File: src/rtl/lb_pkg.sv
// Shared types and helpers for the line-buffer controller and its raster counter.
package lb_pkg;

  localparam int NUM_LINES_DEF  = 4;
  localparam int DATA_WIDTH_DEF = 16;
  localparam int ADDR_WIDTH_DEF = 14;
  localparam int LINE_IDX_W_DEF = 2;

  typedef enum logic [1:0] {
    ST_IDLE   = 2'd0,
    ST_PRIME  = 2'd1,
    ST_STREAM = 2'd2,
    ST_DONE   = 2'd3
  } lb_state_t;

  function automatic int unsigned inc_mod(input int unsigned v, input int unsigned n);
    return (v + 1 >= n) ? 0 : v + 1;
  endfunction

endpackage

File: src/rtl/line_buffer_raster_counter.sv
// Column/row raster position with end-of-line and end-of-frame flags.
module raster_counter #(
  parameter int COL_W = 14,
  parameter int ROW_W = 16
) (
  input  logic             clk,
  input  logic             reset,
  input  logic             clear,
  input  logic             adv,
  input  logic [COL_W:0]   width,
  input  logic [ROW_W-1:0] height,
  output logic [COL_W-1:0] col,
  output logic [ROW_W-1:0] row,
  output logic             col_last,
  output logic             frame_last
);

  localparam logic [COL_W:0]   ONE_W = (COL_W + 1)'(1);
  localparam logic [ROW_W-1:0] ONE_H = ROW_W'(1);

  logic [COL_W-1:0] col_reg;
  logic [ROW_W-1:0] row_reg;
  logic             row_last;

  // width is one bit wider than col so a full 2^COL_W line still compares
  assign col_last   = ({1'b0, col_reg} == width - ONE_W);
  assign row_last   = (row_reg == height - ONE_H);
  assign frame_last = col_last & row_last;
  assign col        = col_reg;
  assign row        = row_reg;

  always_ff @(posedge clk) begin
    if (reset || clear) begin
      col_reg <= '0;
      row_reg <= '0;
    end else if (adv) begin
      if (col_last) begin
        col_reg <= '0;
        row_reg <= row_reg + ONE_H;
      end else begin
        col_reg <= col_reg + COL_W'(1);
      end
    end
  end

endmodule

File: src/rtl/line_buffer_ctrl.sv
// Sequences a NUM_LINES-row BRAM line buffer: primes NUM_LINES-1 rows, then
// emits one window-column strobe per accepted pixel with backpressure.
module line_buffer_ctrl
  import lb_pkg::*;
#(
  parameter int NUM_LINES  = NUM_LINES_DEF,
  parameter int DATA_WIDTH = DATA_WIDTH_DEF,
  parameter int ADDR_WIDTH = ADDR_WIDTH_DEF,
  parameter int LINE_IDX_W = LINE_IDX_W_DEF
) (
  input  logic                  clk,
  input  logic                  reset,
  input  logic                  start,
  input  logic [ADDR_WIDTH:0]   cfg_width,
  input  logic [15:0]           cfg_height,
  output logic                  busy,
  output logic                  done,
  output logic                  cfg_err,
  input  logic                  s_valid,
  output logic                  s_ready,
  input  logic [DATA_WIDTH-1:0] s_data,
  output logic                  lb_we,
  output logic [ADDR_WIDTH-1:0] lb_wr_addr,
  output logic [DATA_WIDTH-1:0] lb_din,
  output logic                  lb_eol,
  output logic                  lb_rd_adv,
  input  logic                  m_ready,
  output logic                  m_valid,
  output logic [DATA_WIDTH-1:0] m_pixel,
  output logic [ADDR_WIDTH-1:0] m_col,
  output logic [LINE_IDX_W-1:0] m_top_line,
  output logic                  m_last
);

  localparam logic [ADDR_WIDTH:0] MAX_WIDTH      = {1'b1, {ADDR_WIDTH{1'b0}}};
  localparam logic [15:0]         MIN_HEIGHT     = 16'(NUM_LINES);
  localparam logic [15:0]         LAST_PRIME_ROW = 16'(NUM_LINES - 2);

  lb_state_t             state_reg;
  logic [ADDR_WIDTH:0]   width_reg;
  logic [15:0]           height_reg;
  logic [LINE_IDX_W-1:0] wr_line_reg;
  logic                  busy_reg;
  logic                  done_reg;
  logic                  cfg_err_reg;
  logic                  m_valid_reg;
  logic [DATA_WIDTH-1:0] m_pixel_reg;
  logic [ADDR_WIDTH-1:0] m_col_reg;
  logic [LINE_IDX_W-1:0] m_top_line_reg;
  logic                  m_last_reg;

  logic [ADDR_WIDTH-1:0] col;
  logic [15:0]           row;
  logic                  col_last;
  logic                  frame_last;
  logic                  cfg_ok;
  logic                  start_ok;
  logic                  accept;
  logic [LINE_IDX_W-1:0] wr_line_inc;

  assign cfg_ok   = (cfg_width != '0) && (cfg_width <= MAX_WIDTH) && (cfg_height >= MIN_HEIGHT);
  assign start_ok = (state_reg == ST_IDLE) && start && cfg_ok;

  // Intake is gated by reset so an aborted frame issues no further writes or eols.
  assign s_ready = !reset && ((state_reg == ST_PRIME) || ((state_reg == ST_STREAM) && m_ready));
  assign accept  = s_valid && s_ready;

  assign lb_we      = accept;
  assign lb_wr_addr = col;
  assign lb_din     = s_data;
  assign lb_eol     = accept && col_last;
  assign lb_rd_adv  = accept && (state_reg == ST_STREAM) && !col_last;

  assign wr_line_inc = LINE_IDX_W'(inc_mod(32'(wr_line_reg), NUM_LINES));

  raster_counter #(
    .COL_W (ADDR_WIDTH),
    .ROW_W (16)
  ) u_raster (
    .clk        (clk),
    .reset      (reset),
    .clear      (start_ok),
    .adv        (accept),
    .width      (width_reg),
    .height     (height_reg),
    .col        (col),
    .row        (row),
    .col_last   (col_last),
    .frame_last (frame_last)
  );

  // Tracks the buffer's own unreset slot pointer, so it must survive reset too.
  always_ff @(posedge clk) begin
    if (lb_eol) begin
      wr_line_reg <= wr_line_inc;
    end
  end

  always_ff @(posedge clk) begin
    if (reset) begin
      state_reg      <= ST_IDLE;
      width_reg      <= '0;
      height_reg     <= '0;
      busy_reg       <= 1'b0;
      done_reg       <= 1'b0;
      cfg_err_reg    <= 1'b0;
      m_valid_reg    <= 1'b0;
      m_pixel_reg    <= '0;
      m_col_reg      <= '0;
      m_top_line_reg <= '0;
      m_last_reg     <= 1'b0;
    end else begin
      done_reg    <= 1'b0;
      cfg_err_reg <= 1'b0;
      m_valid_reg <= 1'b0;
      m_last_reg  <= 1'b0;
      case (state_reg)
        ST_IDLE: begin
          if (start) begin
            if (cfg_ok) begin
              width_reg  <= cfg_width;
              height_reg <= cfg_height;
              busy_reg   <= 1'b1;
              state_reg  <= ST_PRIME;
            end else begin
              cfg_err_reg <= 1'b1;
            end
          end
        end
        ST_PRIME: begin
          if (lb_eol && (row == LAST_PRIME_ROW)) begin
            state_reg <= ST_STREAM;
          end
        end
        ST_STREAM: begin
          if (accept) begin
            m_valid_reg    <= 1'b1;
            m_pixel_reg    <= s_data;
            m_col_reg      <= col;
            m_top_line_reg <= wr_line_inc;
            m_last_reg     <= frame_last;
            if (frame_last) begin
              done_reg  <= 1'b1;
              busy_reg  <= 1'b0;
              state_reg <= ST_DONE;
            end
          end
        end
        ST_DONE: begin
          state_reg <= ST_IDLE;
        end
      endcase
    end
  end

  assign busy       = busy_reg;
  assign done       = done_reg;
  assign cfg_err    = cfg_err_reg;
  assign m_valid    = m_valid_reg;
  assign m_pixel    = m_pixel_reg;
  assign m_col      = m_col_reg;
  assign m_top_line = m_top_line_reg;
  assign m_last     = m_last_reg;

endmodule
File: config.mk
export PLATFORM = sky130hd
export DESIGN_NAME = line_buffer_ctrl
export DESIGN_NICKNAME = d
export VERILOG_FILES = /design/src/rtl/lb_pkg.sv /design/src/rtl/line_buffer_raster_counter.sv /design/src/rtl/line_buffer_ctrl.sv
export SDC_FILE = /design/constraint.sdc
export NUM_CORES = 1
export LEC_CHECK = 0
export BUFFER_PORTS_ARGS = -buffer_cell sky130_fd_sc_hd__buf_2
export CAP_MARGIN = 20
export CORE_MARGIN = 2
export CORE_UTILIZATION = 30
export CTS_BUF_LIST = sky130_fd_sc_hd__clkbuf_16
export DETAILED_ROUTE_END_ITERATION = 8
export SKIP_LAST_GASP = 1
export SLEW_MARGIN = 20
export SYNTH_ARGS = -nofsm -noshare
export SYNTH_HDL_FRONTEND = slang
export SYNTH_HIERARCHICAL = 1
export SYNTH_SLANG_ARGS = --single-unit
File: constraint.sdc
create_clock -name clk -period 4 [get_ports clk]
set_input_delay 0.4 -clock clk [delete_from_list [all_inputs] [get_ports clk]]
set_output_delay 0.4 -clock clk [all_outputs]
set_load 0.05 [all_outputs]
# [Word level (Yosys, flattened, before mapping)]
# Index checks and enable logic that the tools add are counted.
# W data, S select, Z words.
[totals] ff_bits=102 in_bits=52 out_inout_bits=71 word_cells=80
[op_classes] addsub=5 order_cmp=3 eq_ne=11 muxes=16 bitwise_logic=5 reduce_logical=26
[op_table] operator="$add A16 B1 Y16 const B" n=1
[op_table] operator="$eq A16 B16 Y1" n=1
[op_table] operator="$eq A16 B2 Y1 const B" n=1
[op_table] operator="$ge A16 B3 Y1 const B" n=1
[op_table] operator="$sub A16 B1 Y16 const B" n=1
[op_table] operator="$eq A14 B15 Y1" n=1
[op_table] operator="$le A15 B15 Y1 const B" n=1
[op_table] operator="$reduce_bool A15 Y1" n=1
[op_table] operator="$sub A15 B1 Y15 const B" n=1
[op_table] operator="$add A14 B1 Y14 const B" n=1
[op_table] operator="$mux W14" n=1
[op_table] operator="$mux W2" n=6
[op_table] operator="$logic_and A1 B1 Y1" n=11
[op_table] operator="$reduce_and A5 Y1" n=2
[op_table] operator="$ne A2 B2 Y1 const B" n=4
[op_table] operator="$pmux W2 S4" n=1
[op_table] operator="$mux W1" n=7
[op_table] operator="$reduce_or A3 Y1" n=2
[op_table] operator="$eq A2 B2 Y1 const B" n=2
[op_table] operator="$not A1 Y1" n=4
[op_table] operator="$reduce_and A2 Y1" n=2
[op_table] operator="$add A2 B1 Y3 const B" n=1
[op_table] operator="$ge A3 B3 Y1 const B" n=1
[op_table] operator="$reduce_and A3 Y1" n=1
[op_table] operator="9 further kinds" n=11

# [Logic depth before layout (Yosys ltp)]
[depth] ltp_word=9 mapped_depth=17 ltp_nobuf=14

# [By module]
# The synthesis kept the hierarchy.
[modules_own_cells] mod="line_buffer_ctrl" instances=1 cells_each=360 area_per_inst_um2=3086.7 seq_area_each_um2=1441.4
[modules_own_cells] mod="raster_counter" instances=1 cells_each=323 area_per_inst_um2=2534.9 seq_area_each_um2=600.6

# [Worst setup path before layout]
# OpenSTA, ideal clock, no wires.
[synth_path] kind="register to register" from="register width_reg[0]" to="register state_reg[0]" setup_ps=101 arrival_time_ps=3711 t_required_ps=3899 slack_ps=188 stages_incl_launch_ff=18 path_buffers=3 period_less_slack_ps=3812 cell_sequence="dfxtp_1 inv_1 ha_1 or4b_1 buf_2 a2111oi_2 a41oi_1 o22a_1 nor4_4 buf_6 buf_6 o211ai_2 a211oi_2 o21a_1 nand2_1 a22o_1 or2_2 o41ai_1"
[synth_between] word_cells_on_any_way=8 classes_between="1 x add/sub; 3 x eq/ne; 1 x bitwise; 3 x reduce/logical"
[synth_lines] element="start, declared" line="line_buffer_ctrl.sv:40" source="logic [ADDR_WIDTH:0] width_reg;"
[synth_lines] element="start signal, assigned" line="line_buffer_ctrl.sv:121" source="width_reg <= cfg_width;"
[synth_lines] element="$sub A15 B1 Y15" line="line_buffer_raster_counter.sv:26" source="assign col_last = ({1'b0, col_reg} == width - ONE_W);"
[synth_lines] element="$eq A14 B15 Y1" line="line_buffer_raster_counter.sv:26"
[synth_lines] element="$and A1 B1 Y1" line="line_buffer_raster_counter.sv:28" source="assign frame_last = col_last & row_last;"
[synth_lines] element="net frame_last" line="line_buffer_ctrl.sv:55" source="logic frame_last;"
[synth_lines] element="$ne A2 B2 Y1 (no line)"
[synth_lines] element="$reduce_and A5 Y1 (no line)"
[synth_lines] element="end signal, assigned" line="line_buffer_ctrl.sv:101" source="state_reg <= ST_IDLE;"
[synth_lines] element="end signal, assigned" line="line_buffer_ctrl.sv:124" source="state_reg <= ST_PRIME;"
[synth_lines] element="end signal, assigned" line="line_buffer_ctrl.sv:132" source="state_reg <= ST_STREAM;"
[synth_lines] element="end, declared" line="line_buffer_ctrl.sv:39" source="lb_state_t state_reg;"
# The timed path passes the listed nets, and every way through them passes these cells.
# A chain may end at the register's enable or synchronous reset.

# [Final worst setup path]
[layout_path] from="register width_reg[0]" to="output port lb_eol"
[layout_between] elab_chain_cells=3
[layout_rtl] element="$sub A15 B1 Y15" line="line_buffer_raster_counter.sv:26"
[layout_rtl] element="$eq A14 B15 Y1" line="line_buffer_raster_counter.sv:26"
[layout_rtl] element="net col_last" line="line_buffer_ctrl.sv:54" source="logic col_last;"
[layout_rtl] element="$logic_and A1 B1 Y1" line="line_buffer_ctrl.sv:71" source="assign lb_eol = accept && col_last;"
[layout_rtl] element="end, declared" line="line_buffer_ctrl.sv:25" source="output logic lb_eol,"
# The timed path passes the listed nets, and every way through them passes these cells.

==> impl_metrics.json <==
{
  "status": "finished, final reports clean",
  "nFillCells": 1960,
  "core_area_um2": 18500,
  "crit_required_ns": 3.60,
  "mostFrequentLayoutCell": "buf_2",
  "clock.fmax_mhz": 267,
  "hp-class": "in2reg",
  "r2r_cells": 15,
  "rows": 50,
  "vdd_drop_max_mv": 0.207,
  "skew_ns": 0.0111,
  "fin_setup_tns_ns": 0,
  "grt_start_max_net_pins": 69,
  "clk_path_buf_depth": 2,
  "syn_nets": 744,
  "die_w_um": 141,
  "drc": 0,
  "synth_ff_type": "dfxtp_1",
  "dr.first_iter.drc_count": 272,
  "cts_tree": "yes",
  "startpoint_type": "flip-flop",
  "avgSynthCellArea_um2": 8.23,
  "cts_buffers": 9,
  "ys_ff_latch": 101,
  "syn2layout_area_growth_pct": 17.7,
  "end_kind": "output port",
  "avgRoutedWirePerCell_um": 14.4,
  "power_mw": 2.74,
  "slew_violations": 0,
  "die_y_um": 141,
  "port_buffers": 122,
  "final_cell_mix": "buf_2, nand2_1, dfxtp_1",
  "holdPathStages": 3,
  "gp_congestion": 0.874,
  "path_class": "reg2out",
  "netlist_instances": 683,
  "path_clk_slew_ns": 0.07,
  "dieArea_um2": 19900,
  "final_area_um2": 6620,
  "synth.cell_area_um2": 5620,
  "grt_pass1_vias": 4574,
  "ios": 123,
  "fin_crit_ns": 3.74,
  "drive_above_1_share": 0.276,
  "timing.final.crit_share": 0.935,
  "synth_edf_count": 2,
  "final_nets": 831,
  "finalSetupViolations": 0,
  "antenna_cells": 0,
  "grt.overflow.total": 0,
  "grt_pass1_wl_mm": 23.3,
  "htree_levels": 3,
  "p_leak_nw": 2.52,
  "vias": 5045,
  "antenna_found_initial": 0,
  "seq_area_frac_synth": 0.363,
  "cp.arrival_ns": 3.34,
  "cts-root-buf": "clkbuf_16",
  "grtUsageTotal": 0.146,
  "relSlewSlack": 0.315,
  "start_util": 0.304,
  "hold_viol_final": 0,
  "power_density_nw_per_um2": 414,
  "cts.sinks": 101,
  "placedInstanceArea_um2": 6270,
  "wl_mm": 14.5,
  "clkLatencyLatePin_ns": 0.36,
  "max_cap_violations": 0,
  "async_flop_share": 0,
  "detail-route-antenna-nets": 0,
  "worstPathMaxFanout": 39,
  "ys_types": 69,
  "ys_warn_count": 6,
  "vias_per_cell": 5.00,
  "dp_hpwl_mm": 10.5,
  "drtPass1Iterations": 4,
  "tightest_slew_ns": 1.03
}
-- cell type report --
type / instances / area (um2) / area share
well taps: 234 / 293 / 0.0442
clock buffers: 9 / 225 / 0.0340
inverters: 28 / 105 / 0.0159
repair buffers: 133 / 708 / 0.107
multi-input cells: 497 / 3170 / 0.479
clock inverters: 7 / 75.1 / 0.0113
flip-flops and latches: 101 / 2040 / 0.309
-- through the flow --
stage	hold WS (ns)	util	worst slack (ns)	std cells
2_1_floorplan	0.435	-	0.188	683
3_3_place_gp	0.439	0.338	0.321	992
3_5_place_dp	0.444	0.338	0.185	992
4_1_cts	0.269	0.355	0.0184	1008
5_1_grt	0.275	0.357	-0.0246	1009
6_report	0.281	0.357	0.261	1009
-- critical path, cell delays in order (launching register included) --
cell and delay (ns):
dfxtp_1 0.37, inv_1 0.08, ha_1 0.15, or4b_4 0.52, or3_1 0.38, a21oi_2 0.16, o221ai_2 0.14, nor4_4 0.30
buf_4 0.19, buf_12 0.20, nand3_1 0.12, inv_1 0.15, buf_4 0.22
-- report_power, final --
group	internal, mW	switching (mW)	leakage (nW)	total, mW
sequential	1.05	0.0605	0.819	1.11
clock	0.489	0.403	0.145	0.892
combinational	0.278	0.455	1.56	0.733
-- layer usage --
metal  global-route usage  up-vias  part of all wire
met5                    0        -                 0
met1                0.185     2344              0.46
li1                     -     2576                 -
met3               0.0323       16             0.043
met2                0.250      109              0.49
met4               0.0411        0             0.014
-- what timing repair did --
action                                 4_1_cts  5_1_grt
setup endpoints to repair                    1        3
endpoints found under the hold margin        0        0
pin swaps                                    0        1
hold buffers                                 0        0
buffers inserted                             0        1
resized for setup                            2        8
-- synthesized netlist by cell type, drive strengths merged (6+ instances only) --
library cell	count	area, um2
o21ai	8	40.0
buf	35	259
dfxtp	99	1980
a31oi	6	43.8
xnor2	30	263
xor2	20	175
or3	7	43.8
clkbuf	22	82.6
nor2	27	101
ha	9	113
nand3	45	360
a31o	12	105
nand2	110	413
nor3	12	60.1
a21oi	84	420
nor4	18	143
inv	28	105
and3	9	56.3
and2	6	37.5
nand4	22	144
-- worst paths after layout --
kind / start / end / slack [ns]
worst max-delay path: width_reg[0] / lb_eol / 0.26
worst min-delay path: s_data[12] / m_pixel[12] / 0.28
worst max register to register: width_reg[0] / state_reg[0] / 0.28
worst min register to register: m_pixel[0] / m_pixel[0] / 0.45
-- kinds of logic (layout without fill, tap and decap cells) --
family	count (synthesis)	after routing	synth area share
AO/OA/AOI/OAI	147	147	0.168
XOR/XNOR	50	50	0.0779
adder cells (fa/ha/maj)	9	9	0.0200
buffers and inverters	85	177	0.0795
flip-flops	101	101	0.363
AND/OR/NAND/NOR	291	291	0.291
Power figures use the tool's default switching activity.
